## src/rtl/spi_shift_if.sv

```systemverilog
// ---------------------------------------------------------------------------
// spi_shift_if : bundle of control, strobe and data signals between the SPI
// shift register (slave side) and whatever drives it (master side).
//
//   go, latch       start strobe / load p_in into the TX register
//   p_in, p_out     parallel TX word / parallel RX word (2**LEN_W bits)
//   len, lsb        character length (0 = full width), bit order
//   tx_negedge,
//   rx_negedge      select which clkgen strobe drives TX / RX
//   pos_edge,
//   neg_edge        one-cycle strobes from spi_clkgen
//   s_in, s_out     serial MISO / MOSI
//   tip, last_clk   transfer in progress / all TX bits issued
//   done            end-of-transfer pulse, present only when the
//                   SPI_SHIFT_DONE_EN macro is defined
// ---------------------------------------------------------------------------
interface spi_shift_if #(
    parameter int LEN_W = 5
) ();
    localparam int MAX_CHAR = 2 ** LEN_W;

    logic                go;
    logic                latch;
    logic [MAX_CHAR-1:0] p_in;
    logic [LEN_W-1:0]    len;
    logic                lsb;
    logic                tx_negedge;
    logic                rx_negedge;
    logic                pos_edge;
    logic                neg_edge;
    logic                s_in;
    logic                tip;
    logic                last_clk;
    logic                s_out;
    logic [MAX_CHAR-1:0] p_out;
`ifdef SPI_SHIFT_DONE_EN
    logic                done;
`endif

    modport master (
        output go, latch, p_in, len, lsb, tx_negedge, rx_negedge,
        output pos_edge, neg_edge, s_in,
        input  tip, last_clk, s_out, p_out
`ifdef SPI_SHIFT_DONE_EN
        , input done
`endif
    );

    modport slave (
        input  go, latch, p_in, len, lsb, tx_negedge, rx_negedge,
        input  pos_edge, neg_edge, s_in,
        output tip, last_clk, s_out, p_out
`ifdef SPI_SHIFT_DONE_EN
        , output done
`endif
    );
endinterface

```

## src/rtl/spi_shift.sv

```systemverilog
// ---------------------------------------------------------------------------
// spi_shift : serial data path of the SPI master.
//
// Holds a parallel TX word, shifts it out on s_out on the selected clkgen
// strobe, samples s_in into p_out on the other selected strobe, and reports
// tip / last_clk back to spi_clkgen. A transfer ends when the last RX bit has
// been sampled.
//
// Ports:
//   wb_clk  system clock, rising edge
//   wb_rst  asynchronous active-low reset
//   bus     spi_shift_if.slave (see rtl/spi_shift_if.sv)
//
// Optional feature: define SPI_SHIFT_DONE_EN to add bus.done, a one-cycle
// pulse in the first cycle that tip reads low after a completed transfer.
// ---------------------------------------------------------------------------
module spi_shift #(
    parameter int LEN_W = 5
) (
    input  logic          wb_clk,
    input  logic          wb_rst,
    spi_shift_if.slave    bus
);
    localparam int MAX_CHAR = 2 ** LEN_W;
    localparam int CNT_W    = LEN_W + 1;

    typedef enum logic [0:0] {
        ST_IDLE = 1'b0,
        ST_XFER = 1'b1
    } state_e;

    state_e              state_q,    state_d;
    logic [MAX_CHAR-1:0] tx_data_q,  tx_data_d;
    logic [MAX_CHAR-1:0] p_out_q,    p_out_d;
    logic [CNT_W-1:0]    tx_cnt_q,   tx_cnt_d;
    logic [CNT_W-1:0]    rx_cnt_q,   rx_cnt_d;
    logic [CNT_W-1:0]    n_q,        n_d;
    logic                tip_q,      tip_d;
    logic                last_clk_q, last_clk_d;
    logic                s_out_q,    s_out_d;

    logic [CNT_W-1:0]    n_s;
    logic                tx_edge_s;
    logic                rx_edge_s;
    logic [LEN_W-1:0]    tx_idx_s;
    logic [LEN_W-1:0]    rx_idx_s;

    // Next-state logic for the IDLE/XFER machine and both shift paths.
    always_comb begin
        state_d    = state_q;
        tx_data_d  = tx_data_q;
        p_out_d    = p_out_q;
        tx_cnt_d   = tx_cnt_q;
        rx_cnt_d   = rx_cnt_q;
        n_d        = n_q;
        s_out_d    = s_out_q;

        // len==0 encodes the full register width
        n_s       = (bus.len == LEN_W'(0)) ? CNT_W'(MAX_CHAR) : CNT_W'(bus.len);
        tx_edge_s = bus.tx_negedge ? bus.neg_edge : bus.pos_edge;
        rx_edge_s = bus.rx_negedge ? bus.neg_edge : bus.pos_edge;

        // Counters run N..1, so MSB-first index is cnt-1 and LSB-first is N-cnt.
        // Both results lie in 0..MAX_CHAR-1, so the top counter bit can go.
        tx_idx_s  = LEN_W'(bus.lsb ? (n_q - tx_cnt_q) : (tx_cnt_q - CNT_W'(1)));
        rx_idx_s  = LEN_W'(bus.lsb ? (n_q - rx_cnt_q) : (rx_cnt_q - CNT_W'(1)));

        case (state_q)
            ST_IDLE: begin
                // latch and go together: the transfer uses the new word
                if (bus.latch) begin
                    tx_data_d = bus.p_in;
                end else begin
                    tx_data_d = tx_data_q;
                end
                if (bus.go) begin
                    state_d  = ST_XFER;
                    n_d      = n_s;
                    tx_cnt_d = n_s;
                    rx_cnt_d = n_s;
                end else begin
                    state_d  = ST_IDLE;
                end
            end
            ST_XFER: begin
                if (tx_edge_s && (tx_cnt_q != CNT_W'(0))) begin
                    s_out_d  = tx_data_q[tx_idx_s];
                    tx_cnt_d = tx_cnt_q - CNT_W'(1);
                end else begin
                    s_out_d  = s_out_q;
                end
                if (rx_edge_s && (rx_cnt_q != CNT_W'(0))) begin
                    p_out_d[rx_idx_s] = bus.s_in;
                    rx_cnt_d          = rx_cnt_q - CNT_W'(1);
                    // the final RX sample ends the transfer
                    if (rx_cnt_q == CNT_W'(1)) begin
                        state_d = ST_IDLE;
                    end else begin
                        state_d = ST_XFER;
                    end
                end else begin
                    state_d = ST_XFER;
                end
            end
            default: begin
                state_d = ST_IDLE;
            end
        endcase

        // Status flags are computed from next-state values so the flops show
        // them in the same cycle as the state/counter they describe.
        tip_d      = (state_d == ST_XFER);
        last_clk_d = tip_d && (tx_cnt_d == CNT_W'(0));
    end

    // State, data and registered status outputs.
    always_ff @(posedge wb_clk or negedge wb_rst) begin
        if (!wb_rst) begin
            state_q    <= ST_IDLE;
            tx_data_q  <= '0;
            p_out_q    <= '0;
            tx_cnt_q   <= '0;
            rx_cnt_q   <= '0;
            n_q        <= '0;
            tip_q      <= 1'b0;
            last_clk_q <= 1'b0;
            s_out_q    <= 1'b0;
        end else begin
            state_q    <= state_d;
            tx_data_q  <= tx_data_d;
            p_out_q    <= p_out_d;
            tx_cnt_q   <= tx_cnt_d;
            rx_cnt_q   <= rx_cnt_d;
            n_q        <= n_d;
            tip_q      <= tip_d;
            last_clk_q <= last_clk_d;
            s_out_q    <= s_out_d;
        end
    end

    assign bus.tip      = tip_q;
    assign bus.last_clk = last_clk_q;
    assign bus.s_out    = s_out_q;
    assign bus.p_out    = p_out_q;

`ifdef SPI_SHIFT_DONE_EN
    logic done_q;

    // One-cycle pulse alongside the tip 1->0 transition; reset clears it.
    always_ff @(posedge wb_clk or negedge wb_rst) begin
        if (!wb_rst) begin
            done_q <= 1'b0;
        end else begin
            done_q <= tip_q && !tip_d;
        end
    end

    assign bus.done = done_q;
`endif

endmodule

```

## src/flat_wrapper.sv

```systemverilog
// flat-port wrapper written by rule: the top's interface ports become plain ports
module spi_shift_flat 
#(
    parameter int LEN_W = 5
)
  (wb_clk, wb_rst, bus_go, bus_latch, bus_p_in, bus_len, bus_lsb, bus_tx_negedge, bus_rx_negedge, bus_pos_edge, bus_neg_edge, bus_s_in, bus_tip, bus_last_clk, bus_s_out, bus_p_out);
  spi_shift_if #(.LEN_W(LEN_W)) bus_i ();
  input  logic wb_clk;
  input  logic wb_rst;
  input wire logic [$bits(bus_i.go)-1:0] bus_go;
  input wire logic [$bits(bus_i.latch)-1:0] bus_latch;
  input wire logic [$bits(bus_i.p_in)-1:0] bus_p_in;
  input wire logic [$bits(bus_i.len)-1:0] bus_len;
  input wire logic [$bits(bus_i.lsb)-1:0] bus_lsb;
  input wire logic [$bits(bus_i.tx_negedge)-1:0] bus_tx_negedge;
  input wire logic [$bits(bus_i.rx_negedge)-1:0] bus_rx_negedge;
  input wire logic [$bits(bus_i.pos_edge)-1:0] bus_pos_edge;
  input wire logic [$bits(bus_i.neg_edge)-1:0] bus_neg_edge;
  input wire logic [$bits(bus_i.s_in)-1:0] bus_s_in;
  output wire logic [$bits(bus_i.tip)-1:0] bus_tip;
  output wire logic [$bits(bus_i.last_clk)-1:0] bus_last_clk;
  output wire logic [$bits(bus_i.s_out)-1:0] bus_s_out;
  output wire logic [$bits(bus_i.p_out)-1:0] bus_p_out;
  assign bus_i.go = bus_go;
  assign bus_i.latch = bus_latch;
  assign bus_i.p_in = bus_p_in;
  assign bus_i.len = bus_len;
  assign bus_i.lsb = bus_lsb;
  assign bus_i.tx_negedge = bus_tx_negedge;
  assign bus_i.rx_negedge = bus_rx_negedge;
  assign bus_i.pos_edge = bus_pos_edge;
  assign bus_i.neg_edge = bus_neg_edge;
  assign bus_i.s_in = bus_s_in;
  assign bus_tip = bus_i.tip;
  assign bus_last_clk = bus_i.last_clk;
  assign bus_s_out = bus_i.s_out;
  assign bus_p_out = bus_i.p_out;
  spi_shift #(.LEN_W(LEN_W)) u_core (.wb_clk(wb_clk), .wb_rst(wb_rst), .bus(bus_i));
endmodule
```

## config.mk

```make
export PLATFORM = sky130hd
export DESIGN_NAME = spi_shift_flat
export DESIGN_NICKNAME = d
export VERILOG_FILES = /design/src/rtl/spi_shift_if.sv /design/src/rtl/spi_shift.sv /design/src/flat_wrapper.sv
export SDC_FILE = /design/constraint.sdc
export NUM_CORES = 1
export LEC_CHECK = 0
export CAP_MARGIN = 0
export CORE_ASPECT_RATIO = 0.7
export CORE_MARGIN = 2
export CORE_UTILIZATION = 40
export DETAILED_ROUTE_END_ITERATION = 12
export PLACE_DENSITY = 0.66
export SETUP_SLACK_MARGIN = 0.3
export SYNTH_ARGS = -nofsm -noshare
export SYNTH_HDL_FRONTEND = slang
export SYNTH_SLANG_ARGS = --single-unit
```

## constraint.sdc

```tcl
create_clock -name wb_clk -period 2.6 [get_ports wb_clk]
set_clock_uncertainty 0.05 [all_clocks]
set_input_delay 0.39 -clock wb_clk [delete_from_list [all_inputs] [get_ports wb_clk]]
set_output_delay 0.39 -clock wb_clk [all_outputs]
set_load 0.01 [all_outputs]
```

==> impl_metrics.py <==
metrics = {
    "status": {
        "status": "finished with violations",
        "failed_checks": "hold timing, setup timing",
    },
    "critical_path": {
        "worstPathArrival_ps": 2830,
        "crit_path_top_delay_cell": "dfrtp_1",
        "path_buf_inv": 3,
        "worstSetupEndpointType": "flop",
        "slowest_delay_ps": 420,
        "cp_top_family": "compound AO/OA/AOI/OAI gates",
        "crit_fanout": 8,
        "worst_ep_required_time_ps": 2780,
        "worst-setup-path-type": "flop to flop",
        "path_cells": "ha_4 > inv_2 > fa_2 > a21o_1 > a21oi_2 > xnor2_2 > a21oi_4 > buf_6 > xor2_4 > buf_12 > nand3_2 > mux2_4",
        "critPathLaunchType": "flop",
    },
    "route": {
        "vias_per_cell": 5.31,
        "drc": 0,
        "met1_length_um": 5990,
        "first_pass_iters": 4,
        "wl_per_cell_um": 17.7,
        "ant_nets": 0,
        "wl_met3_um": 780,
        "wirelength_um": 12300,
        "wl_met2_um": 5450,
        "routed.top_layer": "met4",
        "vias": 3693,
        "initialDrtViolationCount": 222,
    },
    "sta": {
        "relSlewSlack_pct": 42.0,
        "finalWorstSetupSlack_ps": -51.0,
        "fmax_mhz": 377,
        "fin_crit_sh_pct": 102,
        "hold_viol": 1,
        "finalMaxSlewViolations": 0,
        "setup_viol": 16,
        "max_slew.worst_pin.slew_ps": 864,
        "fin_setup_tns_ps": -462,
        "rsz0062_at_grt": "yes",
        "period_minus_slack_ps": 2650,
        "whs_ps": -1.53,
    },
    "clock_tree": {
        "cts_buffers": 9,
        "clk_pin_slew_ps": 70,
        "cts_htree_levels": 3,
        "cts.sinks": 84,
        "ctsRootBufferMaster": "clkbuf_16",
        "cts_hold_buf": 0,
        "clk_path_buf_depth": 2,
        "cts_tree": "yes",
        "insertion_delay_ps": 340,
    },
    "synth": {
        "synth_compound_area_share_pct": 9.91,
        "synth_fa_ha_area_share_pct": 4.15,
        "ys_ff_latch": 84,
        "ys_dominant_reg_cell": "dfrtp_1",
        "synth.avg_cell_area_um2": 11.0,
        "yosys.area.top_type": "dfrtp_1",
        "ys_types": 62,
        "synth.most_common_cell": "dfrtp_1",
        "synth_nets": 478,
        "synthMuxAreaShare_pct": 20.4,
        "ys_seq_area_share_pct": 45.9,
        "synthTopCellsByCount": "dfrtp_1 (84), mux2_2 (52), nand2_1 (33)",
        "synth_simple_gate_area_share_pct": 13.4,
        "syn_inst": 417,
        "synth-async-reset-ratio_pct": 100,
        "synth_area_mm2": 0.00458,
        "synth_edf_count": 0,
        "yosysWarnings": 0,
        "synth_top_family_by_area": "multiplexers",
        "synthXorXnorAreaFrac_pct": 2.87,
        "yosys-top-cells-area": "dfrtp_1 (46%), mux2_2 (13%), ha_1 (3.3%)",
        "synth_top_area_share_pct": 45.9,
    },
    "die": {
        "dieArea_mm2": 0.0123,
        "rows": 32,
        "fp.dieH_um": 93.6,
        "fp.dieW_um": 132,
        "core_region_area_mm2": 0.0111,
        "start_util_pct": 41.3,
        "pin_count": 82,
    },
    "cells_and_area": {
        "n_antenna_cell": 0,
        "drive_above_1_share_pct": 34.4,
        "syn_to_final_growth_pct": 45.2,
        "fin_util_pct": 60.0,
        "nets": 599,
    },
    "run": {
        "max_cap_viol_count": 0,
    },
    "global_route": {
        "first_global_vias": 3870,
        "groute.usage.overall_pct": 20.8,
        "grt_start_max_net_pins": 85,
        "antenna_found_initial": 0,
        "grt_pass1_wl_um": 20000,
        "grt-ovfl-total": 0,
    },
    "placed_design": {
        "port_buffers": 81,
        "place_hpwl_um": 8490,
        "gp_congestion": 0.883,
    },
    "power_and_ir_drop": {
        "p_leak_nw": 2.83,
        "ir_drop_mv": 0.600,
        "powerDensity_mw_per_mm2": 1480,
    },
    "hold_path": {
        "hold_path_class": "input pin to async pin",
    },
}
==> routing by layer <==
metal / GRT usage [%] / vias up
met4: 6.07 / 0
li1: - / 1750
met3: 4.44 / 7
met1: 31.0 / 1848
met2: 30.5 / 88
met5: 0 / -
==> cell usage in the layout, fill, tap and decap left out, types with 5 or more instances in the layout <==
cell type and n:
buf_4 37, inv_1 12, nand2b_1 5, clkbuf_16 9, nand3_2 6, mux2_2 40, clkdlybuf4s50_1 80, o21ai_0 12
mux2i_1 6, nor3_1 9, mux2_4 22, buf_12 5, nor2_1 21, nand3_1 17, a21oi_1 9, a211oi_1 6
nand2_1 30, ha_1 8, o211ai_1 5, buf_6 6, dfrtp_1 83
==> power by group <==
| group | switching, mW | leakage [nW] | internal [mW] |
|---|---|---|---|
| Sequential | 0.448 | 1.04 | 1.92 |
| Clock | 0.559 | 0.142 | 0.778 |
| Combinational | 2.97 | 1.64 | 3.19 |
==> metrics by stage <==
stage | instances | cell area [um^2] | power [mW] | worst slack, ps | hold slack [ps]
2_1_floorplan | 417 | 4620 | 5.49 | 31.0 | 44.4
3_3_place_gp | 670 | 5850 | 7.27 | -103 | 411
3_5_place_dp | 670 | 5850 | 7.41 | -90.7 | 415
4_1_cts | 691 | 6440 | 9.44 | -25.2 | 50.2
5_1_grt | 696 | 6660 | 10.5 | -197 | 52.6
6_report | 696 | 6660 | 9.86 | -51.0 | -1.53
==> layout make-up <==
cell class | instances | area, um^2
Fill cell | 891 | 4430
Tap cell | 153 | 191
Timing Repair Buffer | 129 | 1260
Clock inverter | 6 | 70.1
Inverter | 17 | 67.6
Multi-Input combinational cell | 297 | 2730
Sequential cell | 84 | 2100
Clock buffer | 10 | 239
==> cell families after synthesis <==
kind of cell | Yosys count
flip-flops | 84
AND/OR/NAND/NOR | 127
multiplexers | 78
buffers and inverters | 37
AO/OA/AOI/OAI | 65
adder cells (fa/ha/maj) | 14
XOR/XNOR | 12
==> registers in the layout, indices dropped and copies added (netlist names) <==
register,flops
u_core.n_q,5
u_core.state_q,1
u_core.bus.p_out,32
u_core.rx_cnt_q,6
u_core.tx_data_q,32
u_core.bus.s_out,1
u_core.bus.last_clk,1
u_core.tx_cnt_q,6
==> worst paths after layout <==
kind | slack (ps) | cells past startpoint | end | start
worst max-delay path | -50 | 12 | u_core.bus.p_out[28] | u_core.rx_cnt_q[0]
worst min-delay path | -2 | 2 | u_core.bus.last_clk | wb_rst
worst max register to register | -50 | 12 | u_core.bus.p_out[28] | u_core.rx_cnt_q[0]
worst min register to register | 440 | 1 | u_core.bus.p_out[23] | u_core.bus.p_out[23]
max in group asynchronous | 2090 | 2 | u_core.bus.p_out[20] | wb_rst
min in group wb_clk | 440 | 1 | u_core.bus.p_out[23] | u_core.bus.p_out[23]
==> repair_timing <==
action / in CTS / in global routing
resized for setup: 44 / 40
cloned: 1 / 0
buffers inserted: 4 / 5
pin swaps: 8 / 9
setup endpoints to repair: 33 / 37
No activity file was read; power rests on OpenSTA's default activity.
